[src/rtl/mem_access_unit.sv]
`default_nettype none
// ============================================================================
// Module   : mem_access_unit
// Purpose  : CPU load/store unit in front of a single-port synchronous BRAM.
//            Word stores complete in one cycle. Loads take a read-wait cycle.
//            Byte and half stores use read-modify-write through a MERGE cycle.
// Ports    : clk_i, rst_ni          - clock, asynchronous active-low reset
//            req_valid_i/req_ready_o - request handshake
//            req_we_i, req_size_i, req_unsigned_i, req_addr_i, req_wdata_i
//            resp_valid_o, resp_rdata_o, resp_err_o - one-cycle completion
//            mem_wr_o, mem_addr_o, mem_din_o, mem_dout_i - BRAM port
// Config   : define MAU_MISALIGN_CHECK_EN to reject misaligned half/word
//            accesses. Without it, the low address bits are ignored.
// Revision : 1.0 - initial release
// ============================================================================
module mem_access_unit #(
    parameter int ADDR = 10
) (
    input  logic            clk_i,
    input  logic            rst_ni,
    input  logic            req_valid_i,
    output logic            req_ready_o,
    input  logic            req_we_i,
    input  logic [1:0]      req_size_i,
    input  logic            req_unsigned_i,
    input  logic [31:0]     req_addr_i,
    input  logic [31:0]     req_wdata_i,
    output logic            resp_valid_o,
    output logic [31:0]     resp_rdata_o,
    output logic            resp_err_o,
    output logic            mem_wr_o,
    output logic [ADDR-1:0] mem_addr_o,
    output logic [31:0]     mem_din_o,
    input  logic [31:0]     mem_dout_i
);

    localparam logic [1:0] c_SIZE_BYTE = 2'd0;
    localparam logic [1:0] c_SIZE_HALF = 2'd1;
    localparam logic [1:0] c_SIZE_WORD = 2'd2;
    localparam logic [1:0] c_SIZE_ILL  = 2'd3;

    typedef enum logic [1:0] {
        IDLE    = 2'd0,
        RD_WAIT = 2'd1,
        MERGE   = 2'd2
    } state_t;

    state_t          state_q, state_d;
    logic [ADDR-1:0] addr_q, addr_d;
    logic [1:0]      lane_q, lane_d;
    logic [1:0]      size_q, size_d;
    logic            we_q, we_d;
    logic            uns_q, uns_d;
    logic [31:0]     wdata_q, wdata_d;
    logic            resp_valid_q, resp_valid_d;
    logic            resp_err_q, resp_err_d;
    logic [31:0]     resp_rdata_q, resp_rdata_d;

    logic            w_accept;
    logic            w_misalign;
    logic            w_err;
    logic            w_mem_wr;
    logic [ADDR-1:0] w_mem_addr;
    logic [31:0]     w_mem_din;
    logic            w_unused_addr;

    // Address bits above the BRAM range are dropped, so accesses wrap.
    assign w_unused_addr = ^req_addr_i[31:ADDR+2];

    // Pick the addressed lane and extend it. A half uses only lane[1], which
    // also gives the forced alignment when the misalign check is disabled.
    function automatic logic [31:0] f_load(input logic [31:0] word,
                                           input logic [1:0]  lane,
                                           input logic [1:0]  size,
                                           input logic        uns);
        logic [7:0]  b;
        logic [15:0] h;
        b = word[{lane, 3'b000} +: 8];
        h = lane[1] ? word[31:16] : word[15:0];
        case (size)
            c_SIZE_BYTE: f_load = {{24{~uns & b[7]}}, b};
            c_SIZE_HALF: f_load = {{16{~uns & h[15]}}, h};
            default:     f_load = word;
        endcase
    endfunction

    // Replace the addressed byte or half of the word read from the BRAM.
    function automatic logic [31:0] f_merge(input logic [31:0] old_word,
                                            input logic [15:0] wdata,
                                            input logic [1:0]  lane,
                                            input logic [1:0]  size);
        logic [31:0] w;
        w = old_word;
        if (size == c_SIZE_BYTE) begin
            w[{lane, 3'b000} +: 8] = wdata[7:0];
        end else if (lane[1]) begin
            w[31:16] = wdata;
        end else begin
            w[15:0] = wdata;
        end
        f_merge = w;
    endfunction

    assign w_accept = req_valid_i && (state_q == IDLE);

`ifdef MAU_MISALIGN_CHECK_EN
    assign w_misalign = ((req_size_i == c_SIZE_HALF) && req_addr_i[0]) ||
                        ((req_size_i == c_SIZE_WORD) && (req_addr_i[1:0] != 2'b00));
`else
    assign w_misalign = 1'b0;
`endif

    assign w_err = (req_size_i == c_SIZE_ILL) || w_misalign;

    always_comb begin
        state_d      = state_q;
        addr_d       = addr_q;
        lane_d       = lane_q;
        size_d       = size_q;
        we_d         = we_q;
        uns_d        = uns_q;
        wdata_d      = wdata_q;
        resp_valid_d = 1'b0;
        resp_err_d   = 1'b0;
        resp_rdata_d = 32'd0;
        w_mem_wr     = 1'b0;
        w_mem_addr   = addr_q;
        w_mem_din    = wdata_q;

        case (state_q)
            IDLE: begin
                // The BRAM sees the raw request so it can read or write in
                // the accept cycle itself.
                w_mem_addr = req_addr_i[ADDR+1:2];
                w_mem_din  = req_wdata_i;
                if (w_accept) begin
                    addr_d  = req_addr_i[ADDR+1:2];
                    lane_d  = req_addr_i[1:0];
                    size_d  = req_size_i;
                    we_d    = req_we_i;
                    uns_d   = req_unsigned_i;
                    wdata_d = req_wdata_i;
                    if (w_err) begin
                        resp_valid_d = 1'b1;
                        resp_err_d   = 1'b1;
                    end else if (req_we_i && (req_size_i == c_SIZE_WORD)) begin
                        w_mem_wr     = 1'b1;
                        resp_valid_d = 1'b1;
                    end else begin
                        state_d = RD_WAIT;
                    end
                end
            end
            RD_WAIT: begin
                if (we_q) begin
                    state_d = MERGE;
                end else begin
                    resp_valid_d = 1'b1;
                    resp_rdata_d = f_load(mem_dout_i, lane_q, size_q, uns_q);
                    state_d      = IDLE;
                end
            end
            MERGE: begin
                // The address was re-presented during RD_WAIT, so the read
                // data is still the unmodified word here.
                w_mem_wr     = 1'b1;
                w_mem_din    = f_merge(mem_dout_i, wdata_q[15:0], lane_q, size_q);
                resp_valid_d = 1'b1;
                state_d      = IDLE;
            end
            default: begin
                state_d = IDLE;
            end
        endcase
    end

    always_ff @(posedge clk_i or negedge rst_ni) begin
        if (!rst_ni) begin
            state_q      <= IDLE;
            addr_q       <= '0;
            lane_q       <= 2'd0;
            size_q       <= 2'd0;
            we_q         <= 1'b0;
            uns_q        <= 1'b0;
            wdata_q      <= 32'd0;
            resp_valid_q <= 1'b0;
            resp_err_q   <= 1'b0;
            resp_rdata_q <= 32'd0;
        end else begin
            state_q      <= state_d;
            addr_q       <= addr_d;
            lane_q       <= lane_d;
            size_q       <= size_d;
            we_q         <= we_d;
            uns_q        <= uns_d;
            wdata_q      <= wdata_d;
            resp_valid_q <= resp_valid_d;
            resp_err_q   <= resp_err_d;
            resp_rdata_q <= resp_rdata_d;
        end
    end

    assign req_ready_o  = (state_q == IDLE);
    assign resp_valid_o = resp_valid_q;
    assign resp_err_o   = resp_err_q;
    assign resp_rdata_o = resp_rdata_q;
    // The write strobe is gated so that no write escapes while in reset.
    assign mem_wr_o     = w_mem_wr & rst_ni;
    assign mem_addr_o   = w_mem_addr;
    assign mem_din_o    = w_mem_din;

endmodule
`default_nettype wire

[config.mk]
export PLATFORM = sky130hd
export DESIGN_NAME = mem_access_unit
export DESIGN_NICKNAME = d
export VERILOG_FILES = /design/src/rtl/mem_access_unit.sv
export SDC_FILE = /design/constraint.sdc
export NUM_CORES = 1
export LEC_CHECK = 0
export ABC_AREA = 0
export CORE_MARGIN = 2
export CORE_UTILIZATION = 30
export DETAILED_ROUTE_END_ITERATION = 7
export MAX_ROUTING_LAYER = met4
export PLACE_DENSITY = 0.67
export SLEW_MARGIN = 0
export SYNTH_ARGS = -nofsm -noshare
export SYNTH_HDL_FRONTEND = slang
export SYNTH_SLANG_ARGS = --single-unit
[constraint.sdc]
create_clock -name clk_i -period 7.15 [get_ports clk_i]
set_input_delay 1.0725 -clock clk_i [delete_from_list [all_inputs] [get_ports clk_i]]
set_output_delay 1.0725 -clock clk_i [all_outputs]
set_load 0.1 [all_outputs]
**After elaboration in Yosys (flattened, before gate mapping)**

Index checks and enable logic that the tools add are counted.
W data, S select, Z words.

- Shift-type cells: 3
- $add $sub $neg: 1
- Equal/unequal tests: 8
- Div/mod/pow operators: 0
- Mux-type cells: 26
- Order comparisons: 0
- $mul: 0
- Reductions and logical operators: 6
- Bitwise logic cells: 4

Operator list:

| operator | number |
|---|---|
| $pmux W32 S2 | 2 |
| $mux W32 | 3 |
| $mux W16 | 3 |
| $bwmux W32 | 1 |
| $shift A8 B7 Y32 const A | 1 |
| $shiftx A32 B6 Y8 | 1 |
| $shiftx A8 B7 Y32 | 1 |
| $mux W10 | 1 |
| $mux W1 | 9 |
| $mux W2 | 4 |
| $neg A5 Y7 | 1 |
| $eq A2 B2 Y1 const B | 3 |
| $eq A2 B1 Y1 const B | 2 |
| $logic_not A2 Y1 | 2 |
| $ne A2 B2 Y1 const B | 2 |
| $pmux W2 S2 | 1 |
| $and A1 B1 Y1 | 3 |
| $pmux W1 S3 | 1 |
| $reduce_and A3 Y1 | 1 |
| $logic_and A1 B1 Y1 | 2 |
| $ne A2 B1 Y1 const B | 1 |
| $pmux W1 S2 | 1 |
| $reduce_and A2 Y1 | 1 |
| $not A1 Y1 | 1 |

- Output and inout port bits: 78
- Memory bits (writable): 0
- Memory bits (read-only): 0
- Memories kept: 0
- Word-level logic and storage cells: 58
- Register bits: 84
- Input bits: 103
- Bits in latches: 0

**Logic depth before layout (Yosys ltp)**

Gate-level depths: netlist of run 1.

- Depth in word-level cells: 7
- Mapped depth: 10
- Gate-level depth less buffers: 6

**Worst setup path before layout of run 1**

Ideal clock, no wire load.

- Kind: reg2out
- Start point: register lane_q[1]
- End point: output mem_din_o[29]
- Data arrival time: 3.779 ns
- Setup slack: 2.299 ns
- Stages on the path, launching flop included: 9
- Required time: 6.077 ns
- Buffers on the path: 2
- Cells stage by stage: dfrtp_1 > buf_4 > inv_1 > clkbuf_1 > ha_1 > nand3b_1 > o22ai_1 > o21ai_0 > o21ai_0

- Cells in the longest elaborated chain, start to end: 5
- Elaborated cells between the ends (all ways): 7
- Classes of those cells: add/sub: 1; shift: 2; mux: 4

Ends and longest elaborated chain:

| element | line | source |
|---|---|---|
| start: declaration | 50 | `logic [1:0] lane_q, lane_d;` |
| start signal: assignment | 192 | `lane_q <= lane_d;` |
| $neg A5 Y7 | 95 | `w[{lane, 3'b000} +: 8] = wdata[7:0];` |
| $shiftx A8 B7 Y32 or $shift A8 B7 Y32 (tied branches) | 95 |  |
| $bwmux W32 | 95 |  |
| $mux W32 * | 94 | `if (size == c_SIZE_BYTE) begin` |
| $pmux W32 S2 * | 130 | `case (state_q)` |
| end: declaration | 33 | `output logic [31:0] mem_din_o,` |

Every way passes the cells marked *; elsewhere a longest branch is shown, timed or not.

**Worst setup path in the final report of run 1**

- Start point: register lane_q[0]
- End point: output mem_din_o[25]

- Cells in the longest elaborated chain, start to end: 5
- Elaborated cells between the ends (all ways): 6
- Classes of those cells: add/sub: 1; shift: 2; mux: 3

Ends and longest elaborated chain:

| element | line |
|---|---|
| $neg A5 Y7 * | 95 |
| $shiftx A8 B7 Y32 or $shift A8 B7 Y32 (tied branches) | 95 |
| $bwmux W32 * | 95 |
| $mux W32 * | 94 |
| $pmux W32 S2 * | 130 |

Marked as above.

==> summary.txt, run 1 <==
Power
  – Clock group share of total power: 0.222
  – Leakage component of the power: 3.20 nW
  – Reg power frac: 0.298
  – Fraction of power consumed by combinational cells: 0.480
  – Cell Int Power: 1.08 mW
  – Switching power of the nets: 0.960 mW
  – Pwr Density: 289 mW/mm^2
  – Switching part of the total: 0.470
  – Sum of internal, switching and leakage power: 2.04 mW
  – Worst ir drop on vdd: 0.000155 V

Status
  – Result of the run: finished clean

Die
  – Die Ht: 134 um
  – Total die area: 0.0180 sq mm
  – Effective utilization at floorplan: 0.307
  – Core area: 0.0165 sq mm
  – Total I/O pin count: 181
  – Number of cell rows: 47
  – Die width: 134 um

Clocking
  – Clock tree root buffer cell: sky130_fd_sc_hd__clkbuf_16
  – Maximum buffer depth of the clock tree: 2
  – Hold buffer count at cts: 0
  – Post-cts gate resize count: 0
  – Number of buffers created by CTS: 9
  – TritonCTS clock tree: built
  – Number of setup buffers added after CTS: 0
  – Clock input transition at the sequential cells of the worst setup and hold paths: 0.06 ns
  – Clock H-tree levels: 3
  – Sink count of the clock tree: 84
  – Clk_lat worst skew: 0.35 ns

Yosys
  – Count of distinct cell types in the synthesized netlist: 43
  – Post-synthesis cell area: 0.00507 sq mm
  – Synthesized instance count: 576
  – Syn Nets: 684
  – Share of synthesized area occupied by flip-flops and latches: 0.415
  – Flops & latches, synth: 84
  – Yosys warning count: 0
  – Post-synth top flop: sky130_fd_sc_hd__dfrtp_1
  – Number of enable-type register cells in the synthesized netlist: 0
  – Mean post-synth cell area: 8.80 sq um
  – Fraction of synthesis flops using an asynchronous set or reset pin: 1.00

STA
  – Setup TNS: 0 ns
  – Period Utilization, post-route: 0.825
  – Relative slew slack: 0.238
  – Number of hold violations in the final report: 0
  – Clock tree skew after final layout: 0.00758 ns
  – Min cycle time layout: 5.90 ns
  – Maximum clock rate: 169 MHz
  – Unrepaired setup endpoints after global routing: no
  – Max-slew violations: 0
  – Tightest hold margin: 0.476 ns
  – Slew of the pin with the lowest slew margin: 1.13 ns
  – Number of endpoints failing setup at the final stage: 0

Setup path
  – Capture instance of the worst register-to-register path: resp_valid_o
  – Setup crit start kind: flip-flop
  – Max FO, Critical Path: 22
  – Worst reg2reg path depth: 6
  – Origin of the critical flop-to-flop path: state_q[0]
  – Standard cell with the maximum stage delay on the critical path: sky130_fd_sc_hd__clkdlybuf4s50_1
  – Data arrival time at the worst-slack endpoint: 4.83 ns
  – Setup crit end kind: output port
  – Critical Path RT: 6.08 ns
  – Critical path, cell by cell: inv_1 -> ha_1 -> nor4bb_1 -> a221oi_1 -> a211oi_1 -> a221o_1 -> clkdlybuf4s50_1
  – Critical Setup Path Class: flip-flop to output port
  – Buf+Inv Stages, Crit Path: 2
  – Crit-path leading delay family: buffers and inverters
  – CP peak stage delay: 1.13 ns
  – Register-to-Register Setup Slack: 3.88 ns

Drt
  – Ratio of routed vias to standard cells: 5.33
  – Number of design rule violations left after detail routing: 0
  – Routed WL: 17200 um
  – Number of DRC markers after the initial detailed-route iteration: 511
  – First-pass iteration count of the detailed router: 6
  – Antenna-violating nets left: 0
  – Via count: 4956
  – Detail-routed net length per standard cell: 18.5 um

Cells and area
  – Ratio of cells with drive above 1 in the final layout: 0.0592
  – Total inserted antenna cells: 0
  – Non-filler instance count after layout: 930
  – Layout filler cell count: 1608
  – Fin nets: 813
  – Area added between synthesis and finish: 39.2%
  – Commonest non-fill, non-tap cell in the layout: sky130_fd_sc_hd__nand2_1
  – Most frequent cells in the layout: sky130_fd_sc_hd__nand2_1, sky130_fd_sc_hd__clkdlybuf4s50_1, sky130_fd_sc_hd__dfrtp_1

GRT
  – Wire length of the first global-routing pass: 26400 um
  – Via count of the first global-routing pass: 4494
  – Number of antenna violations at the first check in global routing: 0
  – Largest net degree at the start of global routing: 54
  – Remaining global-route overflow: 0
  – Tot GR Track Use: 0.195

Hold path
  – Hold Path Class: flip-flop to flip-flop
  – Hold Crit Start: wdata_q[16]
  – Number of instances on the worst hold path: 2
  – WHS Endpoint: wdata_q[16]

Placement
  – Placed instance count: 914
  – Placed wire-length estimate after detailed placement: 12000 um
  – Buffers added on ports: 160
  – Final Wtd Congestion: 0.867

Job
  – Max-cap viol count: 0
## cells in the mapped netlist (2+ instances only)
cell type,instances,area share
sky130_fd_sc_hd__a2111oi_0,7,0.012
sky130_fd_sc_hd__a211oi_1,19,0.028
sky130_fd_sc_hd__a21o_1,16,0.024
sky130_fd_sc_hd__a221o_1,18,0.036
sky130_fd_sc_hd__a221oi_1,33,0.057
sky130_fd_sc_hd__a22o_1,7,0.012
sky130_fd_sc_hd__a22oi_1,6,0.0089
sky130_fd_sc_hd__and3_1,2,0.0025
sky130_fd_sc_hd__buf_2,21,0.021
sky130_fd_sc_hd__buf_4,3,0.0044
sky130_fd_sc_hd__clkbuf_1,23,0.017
sky130_fd_sc_hd__dfrtp_1,84,0.41
sky130_fd_sc_hd__ha_1,5,0.012
sky130_fd_sc_hd__inv_1,19,0.014
sky130_fd_sc_hd__mux2_2,3,0.0067
sky130_fd_sc_hd__mux2i_1,22,0.043
sky130_fd_sc_hd__mux4_2,6,0.027
sky130_fd_sc_hd__nand2_1,175,0.13
sky130_fd_sc_hd__nand2b_1,4,0.0049
sky130_fd_sc_hd__nand3b_1,2,0.0030
sky130_fd_sc_hd__nor2_1,25,0.019
sky130_fd_sc_hd__nor4bb_1,2,0.0039
sky130_fd_sc_hd__o211ai_1,5,0.0074
sky130_fd_sc_hd__o21ai_0,26,0.026
sky130_fd_sc_hd__o221ai_1,2,0.0035
sky130_fd_sc_hd__o22ai_1,21,0.026
sky130_fd_sc_hd__or2_2,3,0.0037
sky130_fd_sc_hd__or3_1,2,0.0025
## metrics by stage
step	setup slack, ns	util	instance area (sq um)
2_1_floorplan	2.30	-	5070
3_3_place_gp	1.70	0.410	6770
3_5_place_dp	1.70	0.410	6770
4_1_cts	1.31	0.427	7060
5_1_grt	0.962	0.427	7060
6_report	1.25	0.427	7060
## power by group through the flow
stage,Sequential [mW],Clock (mW),Combinational (mW)
2_1_floorplan,0.698,0,0.638
3_3_place_gp,0.614,0,0.974
3_5_place_dp,0.615,0,0.977
4_1_cts,0.607,0.463,0.981
5_1_grt,0.618,0.482,1.03
6_report,0.608,0.454,0.981
## area by class of cell
| class | instances | area (sq um) | share of cell area |
|---|---|---|---|
| clock buffers | 13 | 270 | 0.0383 |
| flip-flops and latches | 84 | 2100 | 0.298 |
| inverters | 21 | 78.8 | 0.0112 |
| multi-input cells | 423 | 2670 | 0.378 |
| clock inverters | 3 | 20.0 | 0.00284 |
| repair buffers | 166 | 1640 | 0.233 |
| well taps | 220 | 275 | 0.0390 |
## worst max path at each step
stage               startpoint            end  slack (ns)  cells past startpoint
floorplan            lane_q[1]  mem_din_o[29]        2.30                      8
global placement     lane_q[0]  mem_din_o[25]        1.70                      7
detailed placement   lane_q[0]  mem_din_o[25]        1.70                      7
CTS                  lane_q[0]  mem_din_o[25]        1.31                      7
global route         lane_q[0]  mem_din_o[31]        0.96                      7
finish               lane_q[0]  mem_din_o[25]        1.25                      7
## metal layers
metal  wire length (um)  up-vias  GRT usage
met5                  0        -          -
met4                146        0     0.0421
met3               1420       12     0.0590
met2               7690      215      0.280
met1               7910     2376      0.273
li1                   -     2353          -
## cells by family (layout without fill, tap and decap cells)
kind of cell               count (synthesis)  in the layout  synth area share
and+or+nand+nor                          221            221             0.178
AOI/OAI and AO/OA                        165            165             0.253
DFF                                       84             84             0.415
buffers and inverters                     69            203            0.0600
muxes                                     32             32            0.0819
adders and majority gates                  5              5            0.0123
## state kept, by name (all words and copies together) (netlist names), 2 cells and up
| signal | cells |
|---|---|
| addr_q | 10 |
| lane_q | 2 |
| resp_rdata_o | 32 |
| size_q | 2 |
| state_q | 2 |
| wdata_q | 32 |
## tightest hold or removal path: stages, from the launching register on
cell                      delay (ns)
sky130_fd_sc_hd__dfrtp_1        0.34
sky130_fd_sc_hd__nand2_1        0.05
sky130_fd_sc_hd__nand2_1        0.05
No activity file was read; power rests on OpenSTA's default activity.
==> inputs of run 2 (changes only) <==
--- a/config.mk
+++ b/config.mk
@@ -10,7 +10,7 @@
 export CORE_UTILIZATION = 30
 export DETAILED_ROUTE_END_ITERATION = 7
 export MAX_ROUTING_LAYER = met4
-export PLACE_DENSITY = 0.67
+export PLACE_DENSITY = 0.69
 export SLEW_MARGIN = 0
 export SYNTH_ARGS = -nofsm -noshare
 export SYNTH_HDL_FRONTEND = slang
==> constraint.sdc (replaced) <==
create_clock -name clk_i -period 5.4 [get_ports clk_i]
set_input_delay 0.81 -clock clk_i [delete_from_list [all_inputs] [get_ports clk_i]]
set_output_delay 0.81 -clock clk_i [all_outputs]
set_load 0.1 [all_outputs]
==> run 2 against run 1 <==
Compared with the run above:
- largest cell class unchanged
- cell area is 1.5% lower
- clock skew shrank 0.0042 ns
- routed wire length shrank 0.10%
- sequential cell count is the same
- global-route usage grew 0.12 points
- first-iteration DRC count is 9.8% lower
- clock power rose by 30%
- count of clock-buffer cells in the layout is 2 lower
- worst hold slack got worse by 0.073 ns
- power increased by 31%
- via count is 0.40% higher
- critical path depth did not move
==> summary.txt, run 2 (synthesis gave the netlist of run 1 again) <==
Status
  – Result of the run: finished clean

Setup path
  – Setup crit end kind: output port
  – Critical Setup Path Class: flip-flop to output port
  – Data arrival time at the worst-slack endpoint: 3.41 ns (-1.42 ns)
  – Critical Path RT: 4.59 ns (-1.49 ns)
  – Origin of the critical flop-to-flop path: state_q[0]
  – Setup crit start kind: flip-flop
  – Worst reg2reg path depth: 7 (+1)
  – Register-to-Register Setup Slack: 2.13 ns (-1.75 ns)
  – CP startpoint: lane_q[1]
  – Capture instance of the worst register-to-register path: wdata_q[1]
  – Max FO, Critical Path: 19 (-14%)

GRT
  – Tot GR Track Use: 0.197 (+0.00120)
  – Wire length of the first global-routing pass: 26700 um (+1.3%)
  – Number of antenna violations at the first check in global routing: 1 (+1)
  – Remaining global-route overflow: 0 (unchanged)
  – Largest net degree at the start of global routing: 57 (+5.6%)
  – Via count of the first global-routing pass: 4715 (+4.9%)

Cells and area
  – Commonest non-fill, non-tap cell in the layout: sky130_fd_sc_hd__nand2_1
  – Area added between synthesis and finish: 37.2%
  – Ratio of cells with drive above 1 in the final layout: 0.121 (+0.0618)
  – Most frequent cells in the layout: sky130_fd_sc_hd__nand2_1, sky130_fd_sc_hd__clkdlybuf4s50_1, sky130_fd_sc_hd__dfrtp_1
  – Final standard cell utilization of the core: 0.421 (-0.00621)
  – Layout filler cell count: 1638 (+1.9%)
  – Fin nets: 816 (+0.37%)

Clocking
  – Hold buffer count at cts: 0 (unchanged)
  – TritonCTS clock tree: built
  – Clk_lat worst skew: 0.34 ns (about the same)
  – Number of buffers created by CTS: 9 (unchanged)
  – Number of setup buffers added after CTS: 0 (unchanged)
  – Clock input transition at the sequential cells of the worst setup and hold paths: 0.06 ns (about the same)
  – Sink count of the clock tree: 84 (unchanged)
  – Maximum buffer depth of the clock tree: 2 (unchanged)
  – Post-cts gate resize count: 0 (unchanged)
  – Clock H-tree levels: 3 (unchanged)
  – Clock tree root buffer cell: sky130_fd_sc_hd__clkbuf_16

Power
  – Worst ir drop on vdd: 0.000228 V (+47%)
  – Leakage component of the power: 3.26 nW (+1.8%)
  – Fraction of power consumed by combinational cells: 0.485 (+0.005)
  – Clock group share of total power: 0.220 (-0.002)
  – Pwr Density: 385 mW/mm^2 (+33%)
  – Cell Int Power: 1.42 mW (+31%)
  – Switching power of the nets: 1.26 mW (+31%)
  – Switching part of the total: 0.470 (about the same)
  – Reg power frac: 0.296 (-0.002)

Die
  – Number of cell rows: 47 (unchanged)
  – Total die area: 0.0180 sq mm (unchanged)
  – Die Ht: 134 um (unchanged)
  – Total I/O pin count: 181 (unchanged)
  – Core area: 0.0165 sq mm (unchanged)
  – Effective utilization at floorplan: 0.307 (unchanged)
  – Die width: 134 um (unchanged)

STA
  – Relative slew slack: 0.242 (+0.00410)
  – Setup ws final: 1.18 ns (-0.0640 ns)
  – Max-slew violations: 0 (unchanged)
  – Setup TNS: 0 ns (unchanged)
  – Min cycle time layout: 4.22 ns
  – Number of hold violations in the final report: 0 (unchanged)
  – Unrepaired setup endpoints after global routing: no
  – Clock tree skew after final layout: 0.00334 ns (-0.00424 ns)
  – Maximum clock rate: 237 MHz
  – Number of endpoints failing setup at the final stage: 0 (unchanged)
  – Period Utilization, post-route: 0.781
  – Slew of the pin with the lowest slew margin: 1.13 ns (+0.00504 ns)

Drt
  – First-pass iteration count of the detailed router: 5 (-1)
  – Detail-routed net length per standard cell: 18.4 um (-0.32%)
  – Routed WL: 17100 um (-0.10%)
  – Ratio of routed vias to standard cells: 5.34 (+0.19%)
  – Via count: 4976 (+0.40%)
  – Number of DRC markers after the initial detailed-route iteration: 461 (-9.8%)
  – Number of design rule violations left after detail routing: 0 (unchanged)
  – Antenna-violating nets left: 0 (unchanged)

Placement
  – Minimum setup slack after placement: 1.59 ns (-0.112 ns)
  – Placed wire-length estimate after detailed placement: 12300 um (+2.3%)
  – Buffers added on ports: 160 (unchanged)
  – Final Wtd Congestion: 0.846 (-2.4%)

Hold path
  – Hold Path Class: input port to async pin

Job
  – Max-cap viol count: 0 (unchanged)
run 2: worst max-delay path by stage:
| stage | to | depth (start not counted) | slack (ns) |
|---|---|---|---|
| 2_1_floorplan | mem_din_o[29] | 8 | 0.81 |
| 3_3_place_gp | mem_din_o[7] | 7 | 1.61 |
| 3_5_place_dp | mem_din_o[5] | 7 | 1.59 |
| 4_1_cts | mem_din_o[5] | 7 | 1.22 |
| 5_1_grt | mem_din_o[5] | 7 | 1.04 |
| 6_report | mem_din_o[7] | 7 | 1.18 |
run 2: power groups by stage:
stage	logic (mW)	registers, mW	clock network [mW]
floorplan	0.845	0.924	0
global placement	1.29	0.797	0
detailed placement	1.30	0.800	0
CTS	1.30	0.790	0.603
global route	1.37	0.804	0.634
finish	1.30	0.792	0.589
run 2: metrics by stage:
step / instances / hold WS [ns] / instance area, sq um / power [mW]
CTS: 931 / 0.407 / 6950 / 2.69
global route: 932 / 0.417 / 6960 / 2.81
detailed placement: 917 / 0.465 / 6680 / 2.10
global placement: 917 / 0.458 / 6680 / 2.09
finish: 932 / 0.403 / 6960 / 2.68
floorplan: 576 / 0.446 / 5070 / 1.77
run 2: final cells by class:
| class | count | area (sq um) | share of cell area |
|---|---|---|---|
| Inverter | 21 | 78.8 | 0.0113 |
| Clock buffer | 11 | 233 | 0.0335 |
| Timing Repair Buffer | 169 | 1560 | 0.224 |
| Antenna cell | 1 | 2.50 | 0.000360 |
| Tap cell | 220 | 275 | 0.0396 |
| Sequential cell | 84 | 2100 | 0.302 |
| Clock inverter | 3 | 40.0 | 0.00576 |
| Multi-Input combinational cell | 423 | 2670 | 0.383 |
run 2: worst max-delay path, cell delays in order (launching register included):
cell and delay, ns:
sky130_fd_sc_hd__dfrtp_2 0.39, sky130_fd_sc_hd__inv_1 0.44, sky130_fd_sc_hd__ha_1 0.41, sky130_fd_sc_hd__or4b_2 0.70
sky130_fd_sc_hd__o22ai_2 0.37, sky130_fd_sc_hd__a221oi_1 0.16, sky130_fd_sc_hd__nor2_1 0.25, sky130_fd_sc_hd__buf_4 0.33
run 2: layer usage:
| layer | global-route usage | share of wire | vias up |
|---|---|---|---|
| met2 | 0.284 | 0.44 | 195 |
| met1 | 0.278 | 0.47 | 2407 |
| met4 | 0.0468 | 0.012 | 0 |
| li1 | - | - | 2359 |
| met3 | 0.0476 | 0.071 | 15 |
| met5 | - | 0 | - |
